==> config.mk <==
export PLATFORM = sky130hd
export DESIGN_NAME = nibble_serial_sub
export DESIGN_NICKNAME = d
export VERILOG_FILES = /design/src/rtl/nibble_serial_sub.sv
export SDC_FILE = /design/constraint.sdc
export NUM_CORES = 1
export LEC_CHECK = 0
export BUFFER_PORTS_ARGS = -buffer_cell sky130_fd_sc_hd__buf_2
export CAP_MARGIN = 20
export CORE_MARGIN = 10
export CORE_UTILIZATION = 36
export DETAILED_ROUTE_END_ITERATION = 6
export PLACE_DENSITY = 0.53
export SLEW_MARGIN = 20
export SYNTH_ARGS = -nofsm -noshare
export SYNTH_HDL_FRONTEND = slang
export SYNTH_SLANG_ARGS = --single-unit
==> constraint.sdc <==
create_clock -name clk -period 3.9 [get_ports clk]
set_clock_uncertainty 0.05 [all_clocks]
set_input_delay 0.975 -clock clk [delete_from_list [all_inputs] [get_ports clk]]
set_output_delay 0.975 -clock clk [all_outputs]
set_load 0.02 [all_outputs]
==> src/rtl/nibble_serial_sub.sv <==
// Digit-serial subtractor: D = A - B - bin, one DIGIT-bit slice per clock,
// least significant digit first, borrow carried between cycles. Raises ALU
// status flags (borrow, zero, negative, signed overflow) on completion.
module nibble_serial_sub #(
   parameter int unsigned WIDTH = 32,
   parameter int unsigned DIGIT = 4
) (
   input  logic             clk,
   input  logic             rst,
   input  logic             start,
   input  logic [WIDTH-1:0] A,
   input  logic [WIDTH-1:0] B,
   input  logic             bin,
   output logic             busy,
   output logic             done,
   output logic [WIDTH-1:0] D,
   output logic             bout,
   output logic             zero,
   output logic             neg,
   output logic             ovf
);

   localparam int unsigned NDig = WIDTH / DIGIT;
   localparam int unsigned CntW = (NDig > 1) ? $clog2(NDig) : 1;
   localparam int unsigned IdxW = (WIDTH > 1) ? $clog2(WIDTH) : 1;
   localparam logic [CntW-1:0] LastDig = CntW'(NDig - 1);

   typedef enum logic [1:0] {StIdle, StRun, StDone} state_e;

   state_e           state_q, state_d;
   logic [WIDTH-1:0] a_q, b_q, d_q, d_next;
   logic             borrow_q;
   logic [CntW-1:0]  cnt_q;
   logic             bout_q, zero_q, neg_q, ovf_q;
   logic [IdxW-1:0]  base;
   logic [DIGIT-1:0] a_dig, b_dig;
   logic [DIGIT:0]   dig_sum;
   logic             accept, last;

   // Handshake decode: a new op is taken in IDLE or DONE, never in RUN.
   always_comb begin
      accept = (state_q != StRun) && start;
      last   = (state_q == StRun) && (cnt_q == LastDig);
   end

   // Digit slice: subtraction as A + ~B + ~borrow, carry-out inverted is the borrow.
   always_comb begin
      base    = IdxW'(cnt_q) * IdxW'(DIGIT);
      a_dig   = a_q[base +: DIGIT];
      b_dig   = b_q[base +: DIGIT];
      dig_sum = {1'b0, a_dig} + {1'b0, ~b_dig} + {{DIGIT{1'b0}}, ~borrow_q};
      d_next  = d_q;
      d_next[base +: DIGIT] = dig_sum[DIGIT-1:0];
   end

   // State register.
   always_ff @(posedge clk or negedge rst) begin
      if (!rst) begin
         state_q <= StIdle;
      end else begin
         state_q <= state_d;
      end
   end

   // Next-state logic.
   always_comb begin
      state_d = state_q;
      unique case (state_q)
         StIdle:  if (start) state_d = StRun;
         StRun:   if (cnt_q == LastDig) state_d = StDone;
         StDone:  state_d = start ? StRun : StIdle;
         default: state_d = StIdle;
      endcase
   end

   // FSM outputs.
   always_comb begin
      busy = (state_q == StRun);
      done = (state_q == StDone);
   end

   // Operand capture, digit-by-digit result build and flag registration.
   always_ff @(posedge clk or negedge rst) begin
      if (!rst) begin
         a_q      <= '0;
         b_q      <= '0;
         d_q      <= '0;
         borrow_q <= 1'b0;
         cnt_q    <= '0;
         bout_q   <= 1'b0;
         zero_q   <= 1'b0;
         neg_q    <= 1'b0;
         ovf_q    <= 1'b0;
      end else if (accept) begin
         a_q      <= A;
         b_q      <= B;
         borrow_q <= bin;
         cnt_q    <= '0;
      end else if (state_q == StRun) begin
         d_q      <= d_next;
         borrow_q <= ~dig_sum[DIGIT];
         cnt_q    <= cnt_q + CntW'(1);
         if (last) begin
            bout_q <= ~dig_sum[DIGIT];
            zero_q <= (d_next == '0);
            neg_q  <= d_next[WIDTH-1];
            ovf_q  <= (a_q[WIDTH-1] != b_q[WIDTH-1]) && (d_next[WIDTH-1] != a_q[WIDTH-1]);
         end
      end
   end

   // Result and flags hold their last completed values outside RUN.
   always_comb begin
      D    = d_q;
      bout = bout_q;
      zero = zero_q;
      neg  = neg_q;
      ovf  = ovf_q;
   end

endmodule

==> run_results.csv <==
group,metric,value,unit
run_status,outcome,"finished clean",
sta,tightest_slew,0.814,ns
cts,hold_buffers,0,
critical_path,crit_family,"multiplexers",
layout,drive_above_1_share,45.9,%
routing,drtIter0Drc,217,
routing,routedWlPerCell,18.6,um
sta,fmax,0.280,GHz
placement,portBuffers,105,
sta,setup_ws,0.327,ns
critical_path,cp_slowest_cell,"dfrtp_2",
sta,final_max_slew_viol_count,0,
grt,antenna_found_initial,2,
floorplanning,coreArea,0.0140,sq mm
cts,cts_made_buffers,9,
sta,whs,0.449,ns
grt,grt_pass1_wl,21.5,mm
routing,vias,3593,
critical_path,path_max_fanout,12,
cts,clkSlewWorstSetupHoldPaths,0.07,ns
placement,gp_congestion,0.880,
min_path,hold_class,"register to register",
sta,setup_tns,0,ns
layout,fill_cells,1287,
floorplanning,chipWidth,140,um
floorplanning,num_io_pins,106,
logic_synthesis,ys_seq_area_share,51.0,%
critical_path,path_class,"register to register",
placement,dp.final_hpwl,10.0,mm
routing,drcViolationCount,0,
grt,grt_usage,13.5,%
power,irDropWorstVdd,0.000395,V
cts,clock_path_buffers,2,
logic_synthesis,synth_top_area_share,51.0,%
routing,firstDrtPassIters,4,
critical_path,worstPathCellList,"mux4_2 > mux2i_1 > fa_1 > inv_1 > fa_1 > xor2_1 > nor2_1 > a211o_1 > o32ai_1 > and4bb_1 > a32o_1",
critical_path,cp_common_cell,"fa_1",
logic_synthesis,synth-seq-cells,106,
logic_synthesis,yosys-top-cells-area,"dfrtp_1, mux2_2, mux4_2",
cts,clock_tree.htree_level_count,3,
logic_synthesis,async_reset_ff_share,100,%
placement,place_ws,0.333,ns
sta,rsz0062_at_grt,"no",
logic_synthesis,synth_area,0.00520,sq mm
sta,period_share,91.6,%
grt,grt-ovfl-total,0,
layout,area_growth,20.0,%
critical_path,required,4.08,ns
logic_synthesis,ys.warnings.count,0,
critical_path,crit_arrival,3.75,ns
sta,hold_viol,0,
layout,final_area,0.00625,sq mm
layout,layout.cells.non_filler,699,
placement,placed_cells,682,
power,leakagePower,2.95,nW
floorplanning,dieHeight,140,um
layout,finalNetCount,593,
logic_synthesis,ys.flop_type,"dfrtp_1",
logic_synthesis,synth_top_area_cell,"dfrtp_1",
floorplanning,die_area,0.0197,sq mm
floorplanning,num_rows,43,
sta,slew-limit-headroom,45.7,%
critical_path,critPathCaptureType,"register",
routing,viasPerCell,5.14,
cts,cts_root_buffer,"clkbuf_16",
logic_synthesis,synth.distinct_cells,47,
routing,drt_wl_total,13.0,mm
logic_synthesis,syn_inst,408,
power,total_power,6.30,mW
logic_synthesis,synth_nets,488,
cts,postCtsResizedCells,0,
flow_run,drv_cap,0,
cts,clk_latency,0.35,ns
sta,fin_crit,3.57,ns
routing,detail-route-antenna-nets,0,
critical_path,start_kind,"register",
cts,clock_sinks,106,
cts,cts_tree,"done",
grt,grt_pass1_vias,3913,
power,p_per_area,1010,mW/mm^2
critical_path,crit_buf_inv,1,
placement,place_area,0.00593,sq mm
layout,fin_util,44.5,%
logic_synthesis,synth_edf_count,0,
cts,postCtsSetupRepairBufs,0,
floorplanning,start_util,37.1,%
grt,grt_max_degree,65,
sta,setup_violations,0,
logic_synthesis,syn_avg_cell_area,12.8,sq um
critical_path,cp_slowest_stage_delay,0.60,ns
[Yosys cell counts (2+ instances only)]
| cell type | count |
|---|---|
| or3_1 | 2 |
| a211o_1 | 2 |
| a21oi_1 | 5 |
| dfrtp_1 | 106 |
| inv_2 | 2 |
| mux4_2 | 16 |
| o21ai_0 | 18 |
| a31oi_1 | 3 |
| nor3_1 | 8 |
| nor2b_1 | 3 |
| o31ai_1 | 7 |
| clkbuf_1 | 3 |
| nand3_1 | 6 |
| nand2_1 | 34 |
| o32ai_1 | 2 |
| nand2b_1 | 6 |
| inv_1 | 8 |
| buf_2 | 14 |
| mux2_2 | 88 |
| nor2_1 | 23 |
| nor4_1 | 5 |
| ha_1 | 10 |
| mux2i_1 | 9 |
| xor2_1 | 2 |
| fa_1 | 2 |
| a21o_1 | 3 |
[state kept, by name (all words and copies together) (netlist names)]
name,flops
ovf,1
D,32
bout,1
neg,1
b_q,32
a_q,32
borrow_q,1
zero,1
state_q,2
cnt_q,3
[routing by layer]
layer | global-route usage [%] | vias up | routed length (um)
met4 | 4.51 | 2 | 228
li1 | - | 1711 | -
met3 | 5.10 | 18 | 902
met5 | 0 | - | 13
met1 | 16.5 | 1745 | 5690
met2 | 21.4 | 117 | 6140
[placed cells by master (no fill, tap or decap), types with 2 or more instances in the layout]
master / count
xor2_1: 2
o21ai_0: 18
fa_1: 2
clkbuf_16: 9
o31ai_1: 7
ha_1: 10
nand2b_1: 6
buf_2: 104
dfrtp_1: 105
nor2_1: 23
o32ai_1: 2
a211o_1: 2
nand3_1: 6
buf_4: 9
inv_2: 2
clkinv_4: 2
or3_1: 2
a21oi_1: 5
a31oi_1: 3
nor4_1: 5
nand2_1: 33
mux2i_1: 9
bufinv_16: 2
inv_1: 8
a21o_1: 3
clkbuf_1: 3
nor2b_1: 3
mux4_2: 16
mux2_2: 88
nor3_1: 8
[power breakdown]
part / total [mW] / leakage [nW] / internal [mW] / switching (mW)
combinational: 3.38 / 1.49 / 1.47 / 1.92
sequential: 1.97 / 1.30 / 1.60 / 0.363
clock: 0.950 / 0.151 / 0.566 / 0.384
total: 6.30 / 2.95 / 3.64 / 2.67
[cell families (layout without fill, tap and decap cells)]
family / count (synthesis) / in the layout / synth area share [%]
flip-flops: 106 / 106 / 51.0
adder cells (fa/ha/maj): 12 / 12 / 3.17
other: 0 / 1 / 0
buffers and inverters: 29 / 139 / 2.50
AND/OR/NAND/NOR: 98 / 98 / 9.28
AO/OA/AOI/OAI: 48 / 48 / 6.06
multiplexers: 113 / 113 / 27.7
XOR/XNOR: 2 / 2 / 0.337
[final cells by class]
type,count,area [sq um],share of cell area (%)
clock inverter,4,77.6,1.24
multi-input combinational,273,2420,38.8
antenna,1,2.50,0.0401
tap,180,225,3.61
inverter,10,37.5,0.601
timing repair buffer,113,588,9.42
clock buffer,12,236,3.79
sequential,106,2650,42.5
[final timing paths]
kind	from	endpoint	depth (start not counted)	slack [ns]
max in group asynchronous	rst	cnt_q[0]$_DFFE_PN0P_	2	2.32
worst min register to register	ovf$_DFFE_PN0P_	ovf$_DFFE_PN0P_	1	0.45
worst max register to register	cnt_q[0]$_DFFE_PN0P_	zero$_DFFE_PN0P_	11	0.33
worst max-delay path	cnt_q[0]$_DFFE_PN0P_	zero$_DFFE_PN0P_	11	0.33
min in group asynchronous	rst	a_q[7]$_DFFE_PN0P_	1	0.61
worst min-delay path	ovf$_DFFE_PN0P_	ovf$_DFFE_PN0P_	1	0.45
Power figures use the tool's default switching activity.
